<file path="config.mk">
export PLATFORM = sky130hd
export DESIGN_NAME = btn_event_arbiter_flat
export DESIGN_NICKNAME = d
export VERILOG_FILES = /design/src/rtl/btn_event_arbiter_pkg.sv /design/src/rtl/btn_event_arbiter_if.sv /design/src/rtl/btn_event_arbiter_rr_pick.sv /design/src/rtl/btn_event_arbiter.sv /design/src/flat_wrapper.sv
export SDC_FILE = /design/constraint.sdc
export NUM_CORES = 1
export LEC_CHECK = 0
export ABC_CLOCK_PERIOD_IN_PS = 1500
export CAP_MARGIN = 15
export CORE_UTILIZATION = 44
export DETAILED_ROUTE_END_ITERATION = 8
export PLACE_DENSITY = 0.78
export RECOVER_POWER = 50
export SLEW_MARGIN = 20
export SYNTH_ARGS = -nofsm -noshare
export SYNTH_HDL_FRONTEND = slang
export SYNTH_HIERARCHICAL = 1
export SYNTH_SLANG_ARGS = --single-unit
</file>
<file path="constraint.sdc">
create_clock -name slow_clk -period 1.5 [get_ports slow_clk]
set_clock_uncertainty 0.05 [all_clocks]
set_input_delay 0.45 -clock slow_clk [delete_from_list [all_inputs] [get_ports slow_clk]]
set_output_delay 0.45 -clock slow_clk [all_outputs]
set_load 0.1 [all_outputs]
</file>
<file path="src/rtl/btn_event_arbiter_pkg.sv">
// Shared constants, FSM state type and helpers for the button event arbiter.
package btn_event_arbiter_pkg;

  localparam int NCH   = 4;
  localparam int IDW   = 2;
  localparam int PTR_W = IDW;

  typedef enum logic {
    IDLE  = 1'b0,
    OFFER = 1'b1
  } state_e;

  // One-hot mask for a channel index, used to clear the granted pending bit.
  function automatic logic [NCH-1:0] id_to_mask(input logic [IDW-1:0] id);
    return NCH'(1) << id;
  endfunction

endpackage

</file>
<file path="src/rtl/btn_event_arbiter_if.sv">
// Valid/ready event channel offered by the arbiter to its consumer.
interface btn_event_arbiter_if;
  import btn_event_arbiter_pkg::*;

  logic           evt_valid;
  logic           evt_ready;
  logic [IDW-1:0] evt_id;

  modport master (
    output evt_valid,
    output evt_id,
    input  evt_ready
  );

  modport slave (
    input  evt_valid,
    input  evt_id,
    output evt_ready
  );

endinterface

</file>
<file path="src/rtl/btn_event_arbiter_rr_pick.sv">
// Combinational round-robin search: first set request at or after ptr, wrapping.
module rr_pick
  import btn_event_arbiter_pkg::*;
(
  input  logic [NCH-1:0]   req,
  input  logic [PTR_W-1:0] ptr,
  output logic [IDW-1:0]   gnt_id,
  output logic             gnt_any
);

  logic [PTR_W-1:0] idx;

  // NOTE: every variable driven here gets a default first, so no path leaves it unassigned and no latch is inferred.
  always_comb begin
    gnt_id  = '0;
    gnt_any = 1'b0;
    idx     = '0;
    // Walk offsets from farthest to nearest so the nearest hit is written last and wins.
    for (int k = NCH - 1; k >= 0; k--) begin
      idx = ptr + PTR_W'(k);
      if (req[idx]) begin
        gnt_id  = idx;
        gnt_any = 1'b1;
      end
    end
  end

endmodule

</file>
<file path="src/rtl/btn_event_arbiter.sv">
// Turns button rising edges into pending requests and offers them one at a time
// on a valid/ready channel in round-robin order, flagging presses that were lost.
module btn_event_arbiter #(
  parameter int NCH = btn_event_arbiter_pkg::NCH,
  parameter int IDW = btn_event_arbiter_pkg::IDW
) (
  input  logic                        slow_clk,
  input  logic                        reset,
  input  logic [NCH-1:0]              btn,
  btn_event_arbiter_if.master         evt,
  output logic [NCH-1:0]              overflow,
  output logic                        busy
);
  import btn_event_arbiter_pkg::state_e;
  import btn_event_arbiter_pkg::IDLE;
  import btn_event_arbiter_pkg::OFFER;
  import btn_event_arbiter_pkg::PTR_W;
  import btn_event_arbiter_pkg::id_to_mask;

  state_e           state_q,    state_d;
  logic [NCH-1:0]   btn_q;
  logic [NCH-1:0]   pending_q,  pending_d;
  logic [NCH-1:0]   overflow_q, overflow_d;
  logic [PTR_W-1:0] ptr_q,      ptr_d;
  logic [IDW-1:0]   evt_id_q,   evt_id_d;
  logic             busy_q,     busy_d;

  logic [NCH-1:0]   rise;
  logic [NCH-1:0]   clr;
  logic [IDW-1:0]   gnt_id;
  logic             gnt_any;
  logic             load;

  assign rise = btn & ~btn_q;

  rr_pick u_rr_pick (
    .req     (pending_q),
    .ptr     (ptr_q),
    .gnt_id  (gnt_id),
    .gnt_any (gnt_any)
  );

  // NOTE: state registers use non-blocking assignments so every flop samples pre-edge values regardless of statement order.
  always_ff @(posedge slow_clk) begin
    if (reset) begin
      // Capturing btn here means a button held through reset is not seen as a new press.
      btn_q      <= btn;
      state_q    <= IDLE;
      pending_q  <= '0;
      overflow_q <= '0;
      ptr_q      <= '0;
      evt_id_q   <= '0;
      busy_q     <= 1'b0;
    end else begin
      btn_q      <= btn;
      state_q    <= state_d;
      pending_q  <= pending_d;
      overflow_q <= overflow_d;
      ptr_q      <= ptr_d;
      evt_id_q   <= evt_id_d;
      busy_q     <= busy_d;
    end
  end

  always_comb begin
    state_d  = state_q;
    ptr_d    = ptr_q;
    evt_id_d = evt_id_q;
    load     = 1'b0;
    clr      = '0;

    unique case (state_q)
      IDLE: begin
        if (gnt_any) begin
          load    = 1'b1;
          state_d = OFFER;
        end
      end
      OFFER: begin
        if (evt.evt_ready) begin
          if (gnt_any) load = 1'b1;
          else         state_d = IDLE;
        end
      end
      default: state_d = IDLE;
    endcase

    if (load) begin
      clr      = id_to_mask(gnt_id);
      evt_id_d = gnt_id;
      ptr_d    = gnt_id + PTR_W'(1);
    end

    // A rise coinciding with its own grant re-arms the channel; only a rise on a
    // still-pending channel counts as a lost press.
    pending_d  = (pending_q & ~clr) | rise;
    overflow_d = overflow_q | (rise & pending_q & ~clr);
    busy_d     = (state_d == OFFER) | (|pending_d);
  end

  assign evt.evt_valid = (state_q == OFFER);
  assign evt.evt_id    = evt_id_q;
  assign overflow      = overflow_q;
  assign busy          = busy_q;

  a_id_stable_on_stall : assert property (@(posedge slow_clk)
    (evt.evt_valid && !evt.evt_ready && !reset) |=> $stable(evt.evt_id));

  a_overflow_sticky : assert property (@(posedge slow_clk)
    (!reset) |=> ((overflow_q & $past(overflow_q)) == $past(overflow_q)));

endmodule

</file>
<file path="src/flat_wrapper.sv">
// flat-port wrapper written by rule: the top's interface ports become plain ports
module btn_event_arbiter_flat import btn_event_arbiter_pkg::state_e; import btn_event_arbiter_pkg::IDLE; import btn_event_arbiter_pkg::OFFER; import btn_event_arbiter_pkg::PTR_W; import btn_event_arbiter_pkg::id_to_mask;
#(
  parameter int NCH = btn_event_arbiter_pkg::NCH,
  parameter int IDW = btn_event_arbiter_pkg::IDW
)
  (slow_clk, reset, btn, overflow, busy, evt_evt_valid, evt_evt_id, evt_evt_ready);
  btn_event_arbiter_if evt_i ();
  input  logic slow_clk;
  input  logic reset;
  input  logic [NCH-1:0] btn;
  output logic [NCH-1:0] overflow;
  output logic busy;
  output wire logic [$bits(evt_i.evt_valid)-1:0] evt_evt_valid;
  output wire logic [$bits(evt_i.evt_id)-1:0] evt_evt_id;
  input wire logic [$bits(evt_i.evt_ready)-1:0] evt_evt_ready;
  assign evt_evt_valid = evt_i.evt_valid;
  assign evt_evt_id = evt_i.evt_id;
  assign evt_i.evt_ready = evt_evt_ready;
  btn_event_arbiter #(.NCH(NCH), .IDW(IDW)) u_core (.slow_clk(slow_clk), .reset(reset), .btn(btn), .evt(evt_i), .overflow(overflow), .busy(busy));
endmodule
</file>
==> results.sh, run 1 <==
export IMPL_outcome="finished with violations"
export IMPL_violations="DRC, setup timing"
export IMPL_hpwl_mm=1.160
export IMPL_worstRegToRegCells=8
export IMPL_grt_antenna_before_repair=0
export IMPL_fin_area_um2=1249
export IMPL_syn2layout_area_growth_pct=63.07
export IMPL_first_global_vias=658
export IMPL_drtIter0Drc=7
export IMPL_synth_distinct_cells=24
export IMPL_relSlewSlack_pct=79.88
export IMPL_ys_warn_count=6
export IMPL_grt_max_degree=11
export IMPL_avgViaCountPerCell=5.439
export IMPL_antenna_cells=0
export IMPL_instances_no_fill=132
export IMPL_cellLeakagePower_nw=0.5062
export IMPL_ctsHoldBuffers=0
export IMPL_crit_type="reg2reg"
export IMPL_synth_edf_count=0
export IMPL_cts_root_buf="clkbuf_4"
export IMPL_final_period_utilization_pct=110.1
export IMPL_r2r_slack_ns=-0.15
export IMPL_clock_path_buffers=2
export IMPL_ys_async_sr_fraction_pct=0
export IMPL_cts_made_buffers=3
export IMPL_rows=14
export IMPL_fin_crit_ns=1.651
export IMPL_synth_seq_area_share_pct=47.06
export IMPL_rsz0062_at_grt="yes"
export IMPL_fill_cells=93
export IMPL_cts_max_level=1
export IMPL_powerDensity_nw_per_um2=1065
export IMPL_placed_cell_area_um2=1072
export IMPL_fmaxAchievable_mhz=605.6
export IMPL_tightest_slew_ns=0.3013
export IMPL_gp_congestion=0.8074
export IMPL_syn_inst=82
export IMPL_die_x_um=43.72
export IMPL_syn_nets=93
export IMPL_worstPathArrival_ns=1.82
export IMPL_cp_data_required_time_ns=1.67
export IMPL_syn_avg_cell_area_um2=9.338
export IMPL_cts_tree="done"
export IMPL_hold_path_depth=2
export IMPL_ys_ff_latch=18
export IMPL_overflow=0
export IMPL_first_pass_iters=6
export IMPL_synthFlopType="dfxtp_1"
export IMPL_dp_slack_ns=-0.1894
export IMPL_drv_slew=0
export IMPL_vdd_drop_max_v=0.0006459
export IMPL_cap_violations=0
export IMPL_grt_total_usage_pct=19.62
export IMPL_setup_violations=10
export IMPL_clk_latency_ns=0.28
export IMPL_tns_ns=-0.6892
export IMPL_start_util_pct=49.12
export IMPL_fp_dieH_um=43.72
export IMPL_wl_per_cell_um=14.48
export IMPL_final_nets=128
export IMPL_io_buffers=14
export IMPL_post_synth_instance_area_um2=765.7
export IMPL_crit_fanout=4
export IMPL_place_inst=120
export IMPL_drive_gt1_share_pct=53.45
export IMPL_antenna_left=0
export IMPL_hold_violations=0
export IMPL_wl_mm=1.911
export IMPL_holdWs_ns=0.4783
export IMPL_timing_final_ws_setup_ns=-0.1513
export IMPL_grt_pass1_wl_mm=2.746
export IMPL_worst_setup_path_start_kind="flop"
export IMPL_end_kind="flop"
export IMPL_num_vias=718
export IMPL_clock_sinks=18
export IMPL_fp_dieArea_um2=1911
export IMPL_hold_path_class="reg2reg"
export IMPL_io_pin_count=15
export IMPL_p_total_mw=1.330
export IMPL_finish_utilization_pct=80.10
export IMPL_core_area_um2=1559
export IMPL_drc=1
export IMPL_path_clk_slew_ns=0.10
cell usage after synthesis, types with 2 or more instances:
cell	count	share of area, %
a21oi_1	7	4.6
a21oi_2	3	3.4
a31oi_1	4	3.3
dfxtp_1	18	47
ha_1	4	6.5
inv_1	2	0.98
nand2_1	4	2.0
nand2b_1	2	1.6
nand3_1	2	1.3
nand3_2	3	3.9
nor2_1	15	7.4
nor2b_1	4	3.3
nor3_1	3	2.0
timing repair:
action                     in CTS  in global routing
resized for setup              18                  8
setup endpoints to repair      12                 13
pin swaps                      16                  7
setup buffers                   3                  6
area by class of cell:
class / count / area [µm²] / area share (%)
clock buffers: 4 / 36.28 / 2.906
inverters: 3 / 13.76 / 1.102
multi-input cells: 59 / 457.9 / 36.67
flip-flops and latches: 18 / 370.4 / 29.66
well taps: 16 / 20.02 / 1.603
repair buffers: 32 / 350.3 / 28.06
state kept, by name, indices dropped and copies added, names as in the netlist:
register              cells
u_core/btn_q              4
u_core/overflow           4
u_core/pending_q          4
u_core/evt.evt_id         2
u_core/ptr_q              2
u_core/busy               1
u_core/evt.evt_valid      1
final timing paths:
kind	to	start
hold / removal	u_core/ptr_q[1]$_SDFFE_PP0P_	u_core/ptr_q[1]$_SDFFE_PP0P_
setup / recovery	u_core/overflow[0]$_SDFF_PP0_	u_core/pending_q[1]$_SDFF_PP0_
setup reg to reg	u_core/overflow[0]$_SDFF_PP0_	u_core/pending_q[1]$_SDFF_PP0_
hold reg to reg	u_core/ptr_q[1]$_SDFFE_PP0P_	u_core/ptr_q[1]$_SDFFE_PP0P_
cell usage in the layout, fill, tap and decap left out, drive strengths merged:
master,n
nor2b,4
nor4,1
buf,26
ha,4
clkdlybuf4s50,2
nand2,4
nand3,5
a41oi,1
nor2,15
inv,3
and2b,1
nand2b,3
a211oi,2
dlygate4sd3,4
a21oi,10
dfxtp,18
mux2i,1
a31oi,4
clkbuf,4
nor3b,1
nor3,3
power by group:
group	leakage (nW)	switching [mW]	internal, mW
Clock	0.0210	0.147	0.148
Sequential	0.151	0.0415	0.518
Combinational	0.334	0.265	0.211
Total	0.506	0.453	0.876
logic make-up after synthesis:
logic type,after synthesis,synth area share (%)
compound gates,17,15.03
mux,1,1.307
fa+ha+maj,4,6.536
flops,18,47.06
simple gates,37,27.12
buf+inv,5,2.941
critical path, stage by stage (launching register included):
cell and delay (ns):
dfxtp_2 0.37, nor2_1 0.20, a211oi_2 0.07, nor2_2 0.21
inv_2 0.11, ha_1 0.19, nand3_1 0.12, a31oi_1 0.10
nor2_1 0.16
routing by layer:
metal / wire, µm / track usage [%] / share of wire [%] / vias to the layer above
li1: - / - / - / 351
met1: 847 / 24.29 / 44 / 344
met2: 935 / 33.43 / 49 / 19
met3: 91 / 5.000 / 4.8 / 4
met4: 37 / 5.625 / 1.9 / 0
met5: 0 / 0 / 0 / -
No activity file was read; power rests on OpenSTA's default activity.
==> run 2, diff against run 1 <==
Settings changed: GPL_TIMING_DRIVEN set to 0.
==> run 2 against run 1 <==
  * The flow still finishes with violations (DRC, setup timing)
  * Global-route usage shrank 2.5 points
  * Sequential cell count unchanged
  * Sequential share of layout area up 4.5 points
  * First-iteration DRC count increased by 140%
  * Setup slack worse by 0.021 ns
  * Total power is 8.4% lower
  * Fmax decreased by 1.2%
  * Routed wire length down 13%
  * Combinational power fell by 8.0%
==> results.sh, run 2 (same netlist as run 1, synthesis figures left out) <==
export IMPL_clock_sinks=18
export IMPL_cp_slowest_cell="dfxtp_4"
export IMPL_place_inst=112
export IMPL_crit_fanout=6
export IMPL_instances_no_fill=122
export IMPL_setup_violations=13
export IMPL_cts_max_level=1
export IMPL_core_area_um2=1559
export IMPL_tightest_slew_ns=0.4365
export IMPL_vdd_drop_max_v=0.0008817
export IMPL_wl_per_cell_um=13.59
export IMPL_rsz0062_at_grt="yes"
export IMPL_cp_data_required_time_ns=1.60
export IMPL_fill_cells=119
export IMPL_powerDensity_nw_per_um2=1099
export IMPL_tns_ns=-1.164
export IMPL_drv_slew=0
export IMPL_fp_dieH_um=43.72
export IMPL_crit_type="reg2reg"
export IMPL_fin_crit_ns=1.672
export IMPL_relSlewSlack_pct=70.90
export IMPL_die_x_um=43.72
export IMPL_fmaxAchievable_mhz=598.1
export IMPL_clk_latency_ns=0.28
export IMPL_drc=1
export IMPL_drive_gt1_share_pct=50.00
export IMPL_fp_dieArea_um2=1911
export IMPL_grt_antenna_before_repair=0
export IMPL_gp_congestion=0.7718
export IMPL_cellLeakagePower_nw=0.4329
export IMPL_hpwl_mm=1.053
export IMPL_overflow=0
export IMPL_hold_violations=0
export IMPL_start_util_pct=49.12
export IMPL_io_pin_count=15
export IMPL_hold_path_depth=2
export IMPL_timing_final_ws_setup_ns=-0.1720
export IMPL_final_cell_mix="15 x buf_4, 13 x nor2_1, 11 x dfxtp_1"
export IMPL_grt_max_degree=11
export IMPL_violations="DRC, setup timing"
export IMPL_antenna_cells=0
export IMPL_worst_setup_path_start_kind="flop"
export IMPL_crit_path_cell_trace="mux2i_4 -> a211oi_4 -> ha_2 -> nand3_2 -> a21oi_2 -> a41oi_1"
export IMPL_wl_mm=1.658
export IMPL_rows=14
export IMPL_grt_pass1_wl_mm=2.408
export IMPL_io_buffers=14
export IMPL_grt_total_usage_pct=17.14
export IMPL_clock_path_buffers=2
export IMPL_first_global_vias=577
export IMPL_worstPathArrival_ns=1.78
export IMPL_layout_commonest_cell="buf_4"
export IMPL_outcome="finished with violations"
export IMPL_avgViaCountPerCell=5.385
export IMPL_cts_made_buffers=3
export IMPL_end_kind="flop"
export IMPL_cap_violations=0
export IMPL_max_stage_delay_ns=0.39
export IMPL_syn2layout_area_growth_pct=44.77
export IMPL_worstRegToRegCells=6
export IMPL_antenna_left=0
export IMPL_final_period_utilization_pct=111.5
export IMPL_ctsHoldBuffers=0
export IMPL_path_clk_slew_ns=0.09
export IMPL_first_pass_iters=6
export IMPL_cts_root_buf="clkbuf_4"
export IMPL_hold_path_class="reg2reg"
export IMPL_cts_tree="done"
export IMPL_drtIter0Drc=17
export IMPL_final_nets=119
export IMPL_num_vias=657
-- run 2: layout make-up --
type,instances,area (µm²),area share (%)
multi-input combinational,59,488.0,44.02
sequential,18,379.1,34.20
timing repair buffer,21,176.4,15.91
clock buffer,3,22.52,2.032
tap,16,20.02,1.806
buffer,2,11.26,1.016
inverter,3,11.26,1.016
-- run 2: stage by stage --
| stage | instance area, µm² | worst slack, ns | total power, mW | util (%) | hold WS [ns] |
|---|---|---|---|---|---|
| floorplan | 768.2 | -0.01092 | 0.8018 | - | 0.4133 |
| global placement | 928.4 | -0.4771 | 0.8714 | 59.55 | 0.3992 |
| global route | 1109 | -0.2543 | 1.287 | 71.11 | 0.4499 |
| CTS | 983.4 | -0.1327 | 1.128 | 63.08 | 0.4351 |
| finish | 1109 | -0.1720 | 1.218 | 71.11 | 0.4339 |
| detailed placement | 928.4 | -0.4773 | 0.8802 | 59.55 | 0.4123 |
-- run 2: worst paths after layout --
kind         slack (ns)                             to                     startpoint
max               -0.17         u_core/busy$_SDFF_PP0_   u_core/ptr_q[1]$_SDFFE_PP0P_
min                0.43  u_core/overflow[3]$_SDFF_PP0_  u_core/overflow[3]$_SDFF_PP0_
max reg2reg       -0.17         u_core/busy$_SDFF_PP0_   u_core/ptr_q[1]$_SDFFE_PP0P_
min reg2reg        0.43  u_core/overflow[3]$_SDFF_PP0_  u_core/overflow[3]$_SDFF_PP0_
-- run 2: timing repair --
action	4_1_cts	5_1_grt
setup buffers	3	4
gates cloned	0	0
pin swaps	3	6
resized for setup	60	20
setup endpoints to repair	19	12
-- run 2: routing by layer --
layer | vias up | GRT usage [%] | share of wire [%] | wire [µm]
li1 | 329 | - | - | -
met1 | 311 | 19.74 | 43 | 714
met2 | 15 | 30.75 | 52 | 868
met3 | 2 | 5.417 | 3.9 | 65
met4 | 0 | 3.750 | 0.60 | 10
met5 | - | 0 | 0 | 0
-- run 2: power by group --
part	internal [mW]	leakage [nW]	switching [mW]
Clock	0.0930	0.0138	0.124
Combinational	0.177	0.267	0.260
Sequential	0.516	0.152	0.0471
Total	0.787	0.433	0.432
-- run 2: worst max-delay path: cells and delay by family, from the launching register on --
family	cells	cell delay [ns]
AO/OA/AOI/OAI	3	0.60
adder cells (fa/ha/maj)	1	0.23
flip-flops	1	0.39
multiplexers	1	0.19
AND/OR/NAND/NOR	1	0.09
==> run 3, diff against run 2 <==
Settings changed: CTS_CLUSTER_SIZE set to 30.
==> results of run 3 <==
Same layout as run 2: the final DEF is identical, and so are final timing and power.
